<file path="src/rtl/dest_reg_scoreboard.sv">
// Destination-register scoreboard: carries write destinations through EX/MEM/WB,
// drives the register-file write port and raises RAW-hazard stalls.
// Optional macro SCOREBOARD_FWD_EN: forwarding present, stall only on load-use.
module dest_reg_scoreboard #(
  parameter int NUM_REGS = 32,
  parameter int REG_W    = 5
) (
  input  logic                clk,
  input  logic                reset,
  input  logic                id_valid,
  input  logic                id_regwrite,
  input  logic                id_memread,
  input  logic [REG_W-1:0]    id_dest,
  input  logic [REG_W-1:0]    id_rs,
  input  logic [REG_W-1:0]    id_rt,
  input  logic                id_uses_rs,
  input  logic                id_uses_rt,
  input  logic                ex_flush,
  output logic                hazard_stall,
  output logic                wb_we,
  output logic [REG_W-1:0]    wb_dest,
  output logic [NUM_REGS-1:0] pending_mask,
  output logic [REG_W-1:0]    ex_dest_o,
  output logic [REG_W-1:0]    mem_dest_o
);

  logic             ex_valid_q, ex_load_q, mem_valid_q, mem_load_q, wb_valid_q, wb_load_q;
  logic [REG_W-1:0] ex_dest_q, mem_dest_q, wb_dest_q;
  logic             ex_valid_d, ex_load_d, mem_valid_d;
  logic [REG_W-1:0] ex_dest_d;
  logic             cap;
  logic             need_rs, need_rt;
  logic             rs_ex, rt_ex, rs_mem, rt_mem;

  // A write to $0 is never tracked.
  assign cap = id_valid & id_regwrite & (id_dest != '0);

  assign need_rs = id_valid & id_uses_rs & (id_rs != '0);
  assign need_rt = id_valid & id_uses_rt & (id_rt != '0);

  assign rs_ex  = need_rs & ex_valid_q  & (ex_dest_q  == id_rs);
  assign rt_ex  = need_rt & ex_valid_q  & (ex_dest_q  == id_rt);
  assign rs_mem = need_rs & mem_valid_q & (mem_dest_q == id_rs);
  assign rt_mem = need_rt & mem_valid_q & (mem_dest_q == id_rt);

  // WB never stalls: the register file writes first half, reads second half.
`ifdef SCOREBOARD_FWD_EN
  logic unused_mem_load;
  assign unused_mem_load = rs_mem | rt_mem;
  assign hazard_stall = (rs_ex | rt_ex) & ex_load_q;
`else
  assign hazard_stall = rs_ex | rt_ex | rs_mem | rt_mem;
`endif

  always_comb begin
    ex_valid_d  = cap;
    ex_dest_d   = id_dest;
    ex_load_d   = id_memread;
    mem_valid_d = ex_valid_q & ~ex_flush;
    if (hazard_stall) begin
      ex_valid_d = 1'b0;
      ex_dest_d  = '0;
      ex_load_d  = 1'b0;
    end
  end

  always_ff @(posedge clk) begin
    if (reset) begin
      ex_valid_q  <= 1'b0;
      ex_dest_q   <= '0;
      ex_load_q   <= 1'b0;
      mem_valid_q <= 1'b0;
      mem_dest_q  <= '0;
      mem_load_q  <= 1'b0;
      wb_valid_q  <= 1'b0;
      wb_dest_q   <= '0;
      wb_load_q   <= 1'b0;
    end else begin
      ex_valid_q  <= ex_valid_d;
      ex_dest_q   <= ex_dest_d;
      ex_load_q   <= ex_load_d;
      mem_valid_q <= mem_valid_d;
      mem_dest_q  <= ex_dest_q;
      mem_load_q  <= ex_load_q;
      wb_valid_q  <= mem_valid_q;
      wb_dest_q   <= mem_dest_q;
      wb_load_q   <= mem_load_q;
    end
  end

  always_comb begin
    pending_mask = '0;
    for (int k = 1; k < NUM_REGS; k++) begin
      pending_mask[k] = (ex_valid_q  & (ex_dest_q  == REG_W'(k))) |
                        (mem_valid_q & (mem_dest_q == REG_W'(k))) |
                        (wb_valid_q  & (wb_dest_q  == REG_W'(k)));
    end
  end

  logic unused_load;
  assign unused_load = mem_load_q ^ wb_load_q;

  assign wb_we      = wb_valid_q;
  assign wb_dest    = wb_dest_q;
  assign ex_dest_o  = ex_dest_q;
  assign mem_dest_o = mem_dest_q;

endmodule

</file>
<file path="config.mk">
export PLATFORM = sky130hd
export DESIGN_NAME = dest_reg_scoreboard
export DESIGN_NICKNAME = d
export VERILOG_FILES = /design/src/rtl/dest_reg_scoreboard.sv
export SDC_FILE = /design/constraint.sdc
export NUM_CORES = 1
export LEC_CHECK = 0
export ABC_AREA = 1
export CAP_MARGIN = 25
export CORE_AREA = 10 10 79 81
export DETAILED_ROUTE_END_ITERATION = 7
export DIE_AREA = 0 0 89 91
export DONT_BUFFER_PORTS = 1
export RECOVER_POWER = 100
export SETUP_SLACK_MARGIN = 0.3
export SLEW_MARGIN = 10
export SYNTH_ARGS = -nofsm -noshare
export SYNTH_HDL_FRONTEND = slang
export SYNTH_SLANG_ARGS = --single-unit
</file>
<file path="constraint.sdc">
create_clock -name clk -period 2.95 [get_ports clk]
set_input_delay 0.295 -clock clk [delete_from_list [all_inputs] [get_ports clk]]
set_output_delay 0.295 -clock clk [all_outputs]
set_load 0.02 [all_outputs]
</file>
* After elaboration in Yosys (flattened, before gate mapping) *
Cells that the tools add are included.

storage, ports and cells
  logic and storage cells = 281
  register bits after elaboration = 18
  RAM bits = 0
  memories = 0
  memory bits (read-only) = 0
  bits in latches = 0
  input port bits = 23

cells by class
  shifts and indexed selects = 0
  divide/modulo/power cells = 0
  bitwise gates (word level) = 174
  $lt $le $gt $ge = 0
  $add $sub $neg = 0
  eq/ne operators = 97
  multiplexer cells = 0
  multipliers = 0
  reduce and logical (&&, ||, !) cells = 4

operator list
  kind                                           count
  == test 5 bit, second input constant           48
  == test 5 x 4 -> 1 bit, second input constant  24
  AND 1 bit                                      108
  bitwise OR 1 bit                               65
  == test 5 x 3 -> 1 bit, second input constant  12
  == test 5 x 2 -> 1 bit, second input constant  6
  == test 5 bit                                  4
  == test 5 x 1 -> 1 bit, second input constant  3
  nonzero test 5 bit                             3
  OR reduction 2 bit                             1
  NOT 1 bit                                      1

* Depth between registers and ports, before layout *
Gate-level depths: netlist of the first run.

  depth in word-level cells = 8
  mapped depth = 10

* Worst setup path after synthesis of the first run *
Ideal clock, no wire load.

  path kind = register to output
  start point = register ex_dest_q[1] (netlist: ex_dest_o[1])
  end point = output port pending_mask[16]
  cell stages (with the launch flop) = 4
  setup slack = 1.145 ns
  path buffers = 0
  required time = 2.655 ns
  arrival = 1.510 ns
  cell sequence = dfxtp_1 -> inv_1 -> nand2_1 -> o311ai_0

on the way
  cells in the longest elaborated chain, start to end = 4

ends and longest elaborated chain
  element                 line  text
  start, declared         28    logic [REG_W-1:0] ex_dest_q, mem_dest_q, wb_dest_q;
  start signal, assigned  80    ex_dest_q <= ex_dest_d;
  == test 5 bit           94    pending_mask[k] = (ex_valid_q & (ex_dest_q == REG_W'(k))) |
  AND 1 bit               94
  bitwise OR 1 bit        94
  bitwise OR 1 bit        95    (mem_valid_q & (mem_dest_q == REG_W'(k))) |
  end, declared           22    output logic [NUM_REGS-1:0] pending_mask,

Every way passes these cells.

* Worst setup path after layout of the first run *
  start point = register mem_dest_q[4] (netlist: mem_dest_o[4])
  end point = output port pending_mask[16]

on the way
  cells in the longest elaborated chain, start to end = 4

ends and longest elaborated chain
  element                 line  text
  start, declared         28
  start signal, assigned  83    mem_dest_q <= ex_dest_q;
  == test 5 bit           95
  AND 1 bit               95
  bitwise OR 1 bit        94
  bitwise OR 1 bit        95

Every way passes these cells.

==> results of run 1 <==
==> cell usage in the layout (no fill, tap or decap) <==
cell type | synthesis | routed
or2_2 | 2 | 2
xor2_1 | 5 | 5
nor2_2 | 1 | 1
xnor2_1 | 5 | 5
buf_4 | 1 | 3
nand2_1 | 148 | 148
inv_1 | 37 | 39
clkbuf_8 | 0 | 4
o311ai_0 | 2 | 2
clkbuf_1 | 3 | 1
nor2_1 | 84 | 84
nand3_2 | 2 | 1
nand4_1 | 1 | 1
conb_1 | 1 | 1
nor3_1 | 1 | 1
nand3_1 | 38 | 39
dfxtp_1 | 18 | 18
nand2_2 | 1 | 1
==> worst max-delay path: cells and delay by family (launching register included) <==
| kind | cells | cell delay [ns] |
|---|---|---|
| AOI/OAI and AO/OA | 1 | 0.15 |
| buffers and inverters | 2 | 0.72 |
| DFF | 1 | 0.59 |
| and+or+nand+nor | 2 | 0.20 |
==> cells in the mapped netlist <==
cell,instances,share of area [%]
xnor2_1,5,2.5
or2_2,2,0.70
nand3_2,2,1.1
nand2_1,148,31
nor2_1,84,18
xor2_1,5,2.5
clkbuf_2,2,0.56
buf_2,4,1.1
nor3_1,1,0.28
nand3_1,38,11
buf_4,1,0.42
inv_2,2,0.42
clkbuf_1,3,0.63
inv_1,37,7.8
nor2_2,1,0.35
nand4_1,1,0.35
conb_1,1,0.21
nand2_2,1,0.35
o311ai_0,2,0.98
dfxtp_1,18,20
==> worst paths after layout <==
check | startpoint | endpoint | depth (start not counted)
worst max-delay path | mem_dest_o[4] | pending_mask[16] | 5
worst min-delay path | reset | mem_dest_o[4] | 1
worst max register to register | ex_dest_o[0] | ex_dest_o[1] | 9
worst min register to register | mem_valid_q | wb_we | 2
==> power by group through the flow <==
stage / Combinational (W) / Clock [W] / Sequential, W
finish: 0.0000919 / 0.000202 / 0.000281
global route: 0.000106 / 0.000217 / 0.000283
CTS: 0.0000920 / 0.000204 / 0.000282
detailed placement: 0.0000915 / 0 / 0.000287
global placement: 0.0000908 / 0 / 0.000287
floorplan: 0.0000772 / 0 / 0.000279
==> through the flow <==
step	instances	power, W	cell area, sq um
after floorplan	358	0.000356	1780
after global placement	406	0.000378	1830
after detailed placement	406	0.000379	1830
after CTS	410	0.000577	1890
after global routing	410	0.000606	1880
final	410	0.000575	1880
==> flip-flops by register name, indices dropped and copies added (netlist names) <==
| name | flops |
|---|---|
| wb_we | 1 |
| mem_valid_q | 1 |
| wb_dest | 5 |
| ex_dest_o | 5 |
| ex_valid_q | 1 |
| mem_dest_o | 5 |
==> final cells by class <==
type                    instances  area, sq um  share of cell area (%)
repair buffers                  4         26.3                    1.40
multi-input cells             291         1220                    65.1
well taps                      54         67.6                    3.60
inverters                      39          146                    7.80
clock buffers                   4         55.1                    2.93
flip-flops and latches         18          360                    19.2
==> metal layers <==
layer	GRT usage [%]	vias up
li1	-	1075
met1	17.9	924
met2	25.2	74
met3	5.99	6
met4	2.12	0
met5	0	-
==> logic make-up (layout without fill, tap and decap cells) <==
family	after synthesis	in the layout	share of synthesized area, %
buffers and inverters	49	47	11.0
other	1	1	0.210
and+or+nand+nor	278	278	62.7
AOI/OAI and AO/OA	2	2	0.983
DFF	18	18	20.2
xor gates and xnor gates	10	10	4.92
==> key figures, run 1 <==
Run status
  – Status: finished, final reports clean

Finish
  – Post-layout nets: 380
  – Final design utilization: 40.3%
  – Number of diodes: 0
  – Layout cell share with drive strength beyond 1: 3.37%
  – FILL cells: 529
  – Layout area overhead: 5.34%

STA
  – Final setup vio count: 0
  – FMAX: 0.454 GHz
  – Period utilization: 74.6%
  – WHS: 0.102 ns
  – Worst Skew: 0.00238 ns
  – Slew Viols, Final: 0
  – Final setup margin: 0.750 ns
  – Final worst path period need: 2.20 ns
  – Endpoints failing hold: 0
  – RSZ-0062 raised after global routing: no
  – Worst rel slew slack: 63.9%
  – Least-Margin Pin Slew: 0.540 ns
  – Setup TNS: 0 ns

CTS
  – CTS tree: built
  – Clock latency on the worst-skew pair: 0.25 ns
  – Post-CTS setup buffers: 0
  – Clock sink total: 18
  – CTS Root Cell: clkbuf_8
  – Num CTS Buffers: 3
  – H-tree level count: 1
  – Resized Gates After CTS: 0
  – CTS clk-pin slew, worst paths: 0.07 ns
  – Hold buffers post-CTS: 0
  – Clock buffer depth: 2

GRT
  – Initial antenna violation count: 0
  – Vias in the first global route: 2046
  – Largest net degree at the start of global routing: 17
  – First-pass GRT wire length: 9.94 mm
  – Congestion Overflow GR: 0
  – Total GRT Usage: 15.1%

Die
  – Starting density of the core: 38.2%
  – Die H: 91 um
  – Full die area: 8100 sq um
  – Die W: 89 um
  – Row count: 25
  – Io pins: 72
  – Core Region: 4660 sq um

Worst setup path
  – Crit path DAT: 1.91 ns
  – Critical-path maximum fanout: 16
  – R2R Setup Slk: 1.31 ns
  – CP Capture Type: primary output
  – Max stage delay on crit path: 0.59 ns
  – Slowest CP cell: dfxtp_1
  – CP Data Required Time: 2.65 ns
  – Worst path cell trace: nand2_1 > inv_1 > nand3_1 > o311ai_0 > clkbuf_1
  – Classification of the worst setup path: reg -> out
  – Worst setup SP type: flop

Routing
  – DRC violations left: 0
  – Wl on met1: 2.48 mm
  – Total length of routed met2 wires: 2.91 mm
  – Drt first pass iters: 4
  – Top sig layer: met4
  – Metal3 WL: 768 um
  – DR WL/cell: 15.2 um
  – DRT iter0 DRCs: 188
  – Final wirelength: 6.24 mm
  – DR vias: 2079
  – Post-route ant nets: 0
  – Via/cell ratio: 5.07

Placed design
  – PortBufs: 0
  – GP Congestion: 0.868
  – Dpl ws: 1.09 ns
  – Hpwl dp: 4.98 mm

Logic synthesis
  – Netlist cell types: 20
  – Seq cells post-synth: 18
  – Mean Syn Cell Area: 4.98 sq um
  – Yosys warns: 0
  – Sequential share of the synthesized area: 20.2%
  – Post-Syn Area: 1780 sq um
  – Synthesized instance count: 358
  – Post-synth net total: 381

Power and ir drop
  – Leak pwr: 0.926 nW
  – Sequential share of power: 48.9%
  – Peak supply drop: 0.346 mV
  – Pwr dens: 306 nW/um^2
  – Int Power: 0.000401 W
  – Logic pwr share: 16.0%
  – Clk network pwr share: 35.1%
  – Switching share of power: 30.2%
  – P_sw: 0.000173 W

Run
  – Maxcap violations: 0

Min path
  – Worst hold path type: in -> reg
No activity file was read; power rests on OpenSTA's default activity.
==> run 2, diff against run 1 <==
==> constraint.sdc (replaced) <==
create_clock -name clk -period 2.1 [get_ports clk]
set_input_delay 0.21 -clock clk [delete_from_list [all_inputs] [get_ports clk]]
set_output_delay 0.21 -clock clk [all_outputs]
set_load 0.02 [all_outputs]
==> run 2 against run 1 <==
Worst hold slack worse by 0.085 ns. Power up 42%. Largest power group unchanged. First-iteration DRC count up 11%. Clock power up 41%. Setup slack worse by 0.50 ns. Die area unchanged.
==> key figures, run 2 (synthesis results as in run 1) <==
Worst setup path
  – CP Data Required Time: 1.89 ns (-0.76 ns)
  – Worst setup SP type: flop
  – Reg-to-reg startpoint: mem_dest_o[1]
  – Max stage delay on crit path: 0.53 ns (-0.06 ns)
  – R2R Setup Slk: 0.53 ns (-0.78 ns)
  – R2R Path End: ex_dest_o[0]
  – Worst path cell trace: inv_1 > or2_2 > nor2_1 > nand2_1 > nand3_1
  – Reg2Reg Depth: 9 (unchanged)
  – Top Family by Delay on Critical Path: simple AND/OR/NAND/NOR gates
  – Crit path DAT: 1.64 ns (-0.27 ns)
  – Critical-path maximum fanout: 4 (-12)
  – Classification of the worst setup path: reg -> out
  – CP Capture Type: primary output
  – Slowest CP cell: dfxtp_1
  – CP bufs+invs: 1 (-1)

Power and ir drop
  – Clk network pwr share: 34.8% (-0.3 points)
  – Pwr dens: 417 nW/um^2 (+36%)
  – P_sw: 0.000247 W (+42%)
  – Leak pwr: 0.979 nW (+5.7%)
  – Switching share of power: 30.2% (about the same)
  – Power Total: 0.000818 W (+42%)
  – Int Power: 0.000571 W (+42%)
  – Sequential share of power: 47.1% (-1.8 points)
  – Peak supply drop: 0.429 mV (+24%)
  – Logic pwr share: 18.1% (+2.1 points)

Finish
  – Design area: 1960 sq um (+4.4%)
  – Post-layout nets: 387 (+1.8%)
  – Layout cell share with drive strength beyond 1: 7.71% (+4.3 points)
  – Most common cell after layout, fill and taps aside: nand2_1
  – Commonest non-fill, non-tap cells in the layout: 149 x nand2_1, 84 x nor2_1, 36 x inv_1, 36 x nand3_1, 14 x dfxtp_1
  – Number of diodes: 0 (unchanged)
  – Layout area overhead: 9.97%

Die
  – Core Region: 4660 sq um (unchanged)
  – Die W: 89 um (unchanged)
  – Starting density of the core: 38.2% (unchanged)
  – Io pins: 72 (unchanged)
  – Row count: 25 (unchanged)
  – Full die area: 8100 sq um (unchanged)
  – Die H: 91 um (unchanged)

GRT
  – Initial antenna violation count: 0 (unchanged)
  – Congestion Overflow GR: 0 (unchanged)
  – Vias in the first global route: 2031 (-0.73%)
  – Total GRT Usage: 15.3% (+0.22 points)
  – First-pass GRT wire length: 10.1 mm (+1.7%)
  – Largest net degree at the start of global routing: 16 (-1)

Min path
  – Hold depth: 1 (unchanged)
  – Hold EP: wb_dest[4]
  – Min-delay src: reset
  – Worst hold path type: in -> reg

STA
  – Period utilization: 88.1%
  – Slew Viols, Final: 0 (unchanged)
  – Final worst path period need: 1.85 ns
  – Least-Margin Pin Slew: 0.498 ns (-0.0421 ns)
  – Endpoints failing hold: 0 (unchanged)
  – WHS: 0.0168 ns (-0.0847 ns)
  – RSZ-0062 raised after global routing: yes
  – Worst Skew: 0.00424 ns (+0.00186 ns)
  – FMAX: 0.541 GHz
  – Final setup vio count: 0 (unchanged)
  – Worst rel slew slack: 66.7% (+2.8 points)
  – Setup TNS: 0 ns (unchanged)

Routing
  – Drt first pass iters: 4 (unchanged)
  – DRC violations left: 0 (unchanged)
  – DRT iter0 DRCs: 209 (+11%)
  – Total length of routed met2 wires: 3.01 mm (+3.2%)
  – Final wirelength: 6.31 mm (+1.2%)
  – Wl on met1: 2.54 mm (+2.5%)
  – Post-route ant nets: 0 (unchanged)
  – DR vias: 2130 (+2.5%)
  – Top sig layer: met4
  – Metal3 WL: 731 um (-4.8%)
  – Via/cell ratio: 5.11 (+0.73%)
  – DR WL/cell: 15.1 um (-0.48%)

Placed design
  – GP Congestion: 0.877 (+1.1%)
  – Hpwl dp: 5.07 mm (+1.9%)
  – Placed inst area: 1880 sq um (+2.5%)
  – PortBufs: 0 (unchanged)

CTS
  – CTS clk-pin slew, worst paths: 0.06 ns (about the same)
  – CTS Root Cell: clkbuf_8
  – Post-CTS setup buffers: 0 (unchanged)
  – Clock buffer depth: 2 (unchanged)
  – H-tree level count: 1 (unchanged)
  – Clock sink total: 18 (unchanged)
  – Clock latency on the worst-skew pair: 0.26 ns (about the same)
  – Num CTS Buffers: 3 (unchanged)
  – CTS tree: built

Run status
  – Status: finished, final reports clean

Run
  – Maxcap violations: 0 (unchanged)
run 2: changes by cell type in the layout (fill, tap and decap cells not counted), moves of 2 or more:
cell	before	now
buf_4	3	10
dfxtp_1	18	14
dfxtp_2	0	3
inv_1	39	36
nand3_1	39	36
nand3_2	1	4
inv_2	0	2
run 2: repair_timing:
item	in CTS	in global routing
gates resized for setup	9	7
endpoints found under the hold margin	0	3
hold buffers	0	1
setup endpoints to repair	31	24
run 2: worst reg2reg max path, delay by kind of cell (launching register included):
kind | cells | cell delay, ns
buffers and inverters | 1 | 0.11
flip-flops | 1 | 0.59
AND/OR/NAND/NOR | 8 | 0.75
run 2: layout make-up:
cell class / instances / area, sq um
Multi-Input combinational cell: 291 / 1230
Tap cell: 54 / 67.6
Sequential cell: 18 / 368
Clock buffer: 4 / 55.1
Fill cell: 536 / 2700
Inverter: 39 / 150
Timing Repair Buffer: 11 / 85.1
run 2: how the worst max path moves through the flow:
stage | start | endpoint | cells after the start
after floorplan | ex_dest_o[1] | pending_mask[16] | 3
after global placement | ex_dest_o[3] | hazard_stall | 8
after detailed placement | ex_dest_o[3] | hazard_stall | 8
after CTS | ex_dest_o[2] | hazard_stall | 8
after global routing | mem_dest_o[1] | hazard_stall | 8
final | wb_dest[0] | pending_mask[5] | 5
run 2: through the flow:
step / util, % / worst slack (ns) / instances
2_1_floorplan: - / 0.380 / 358
3_3_place_gp: 40.2 / 0.500 / 412
3_5_place_dp: 40.2 / 0.506 / 412
4_1_cts: 41.6 / 0.246 / 416
5_1_grt: 42.0 / 0.145 / 417
6_report: 42.0 / 0.250 / 417
run 2: layer usage:
layer | vias to the layer above | global-route usage [%]
met3 | 5 | 5.63
met2 | 94 | 25.3
met4 | 0 | 2.65
li1 | 1087 | -
met1 | 944 | 18.5
met5 | - | 0
run 2: power groups by stage:
stage | sequential (W) | combinational (W) | clock [W]
4_1_cts | 0.000387 | 0.000146 | 0.000290
2_1_floorplan | 0.000392 | 0.000108 | 0
5_1_grt | 0.000387 | 0.000169 | 0.000305
3_5_place_dp | 0.000393 | 0.000145 | 0
6_report | 0.000385 | 0.000148 | 0.000285
3_3_place_gp | 0.000393 | 0.000144 | 0
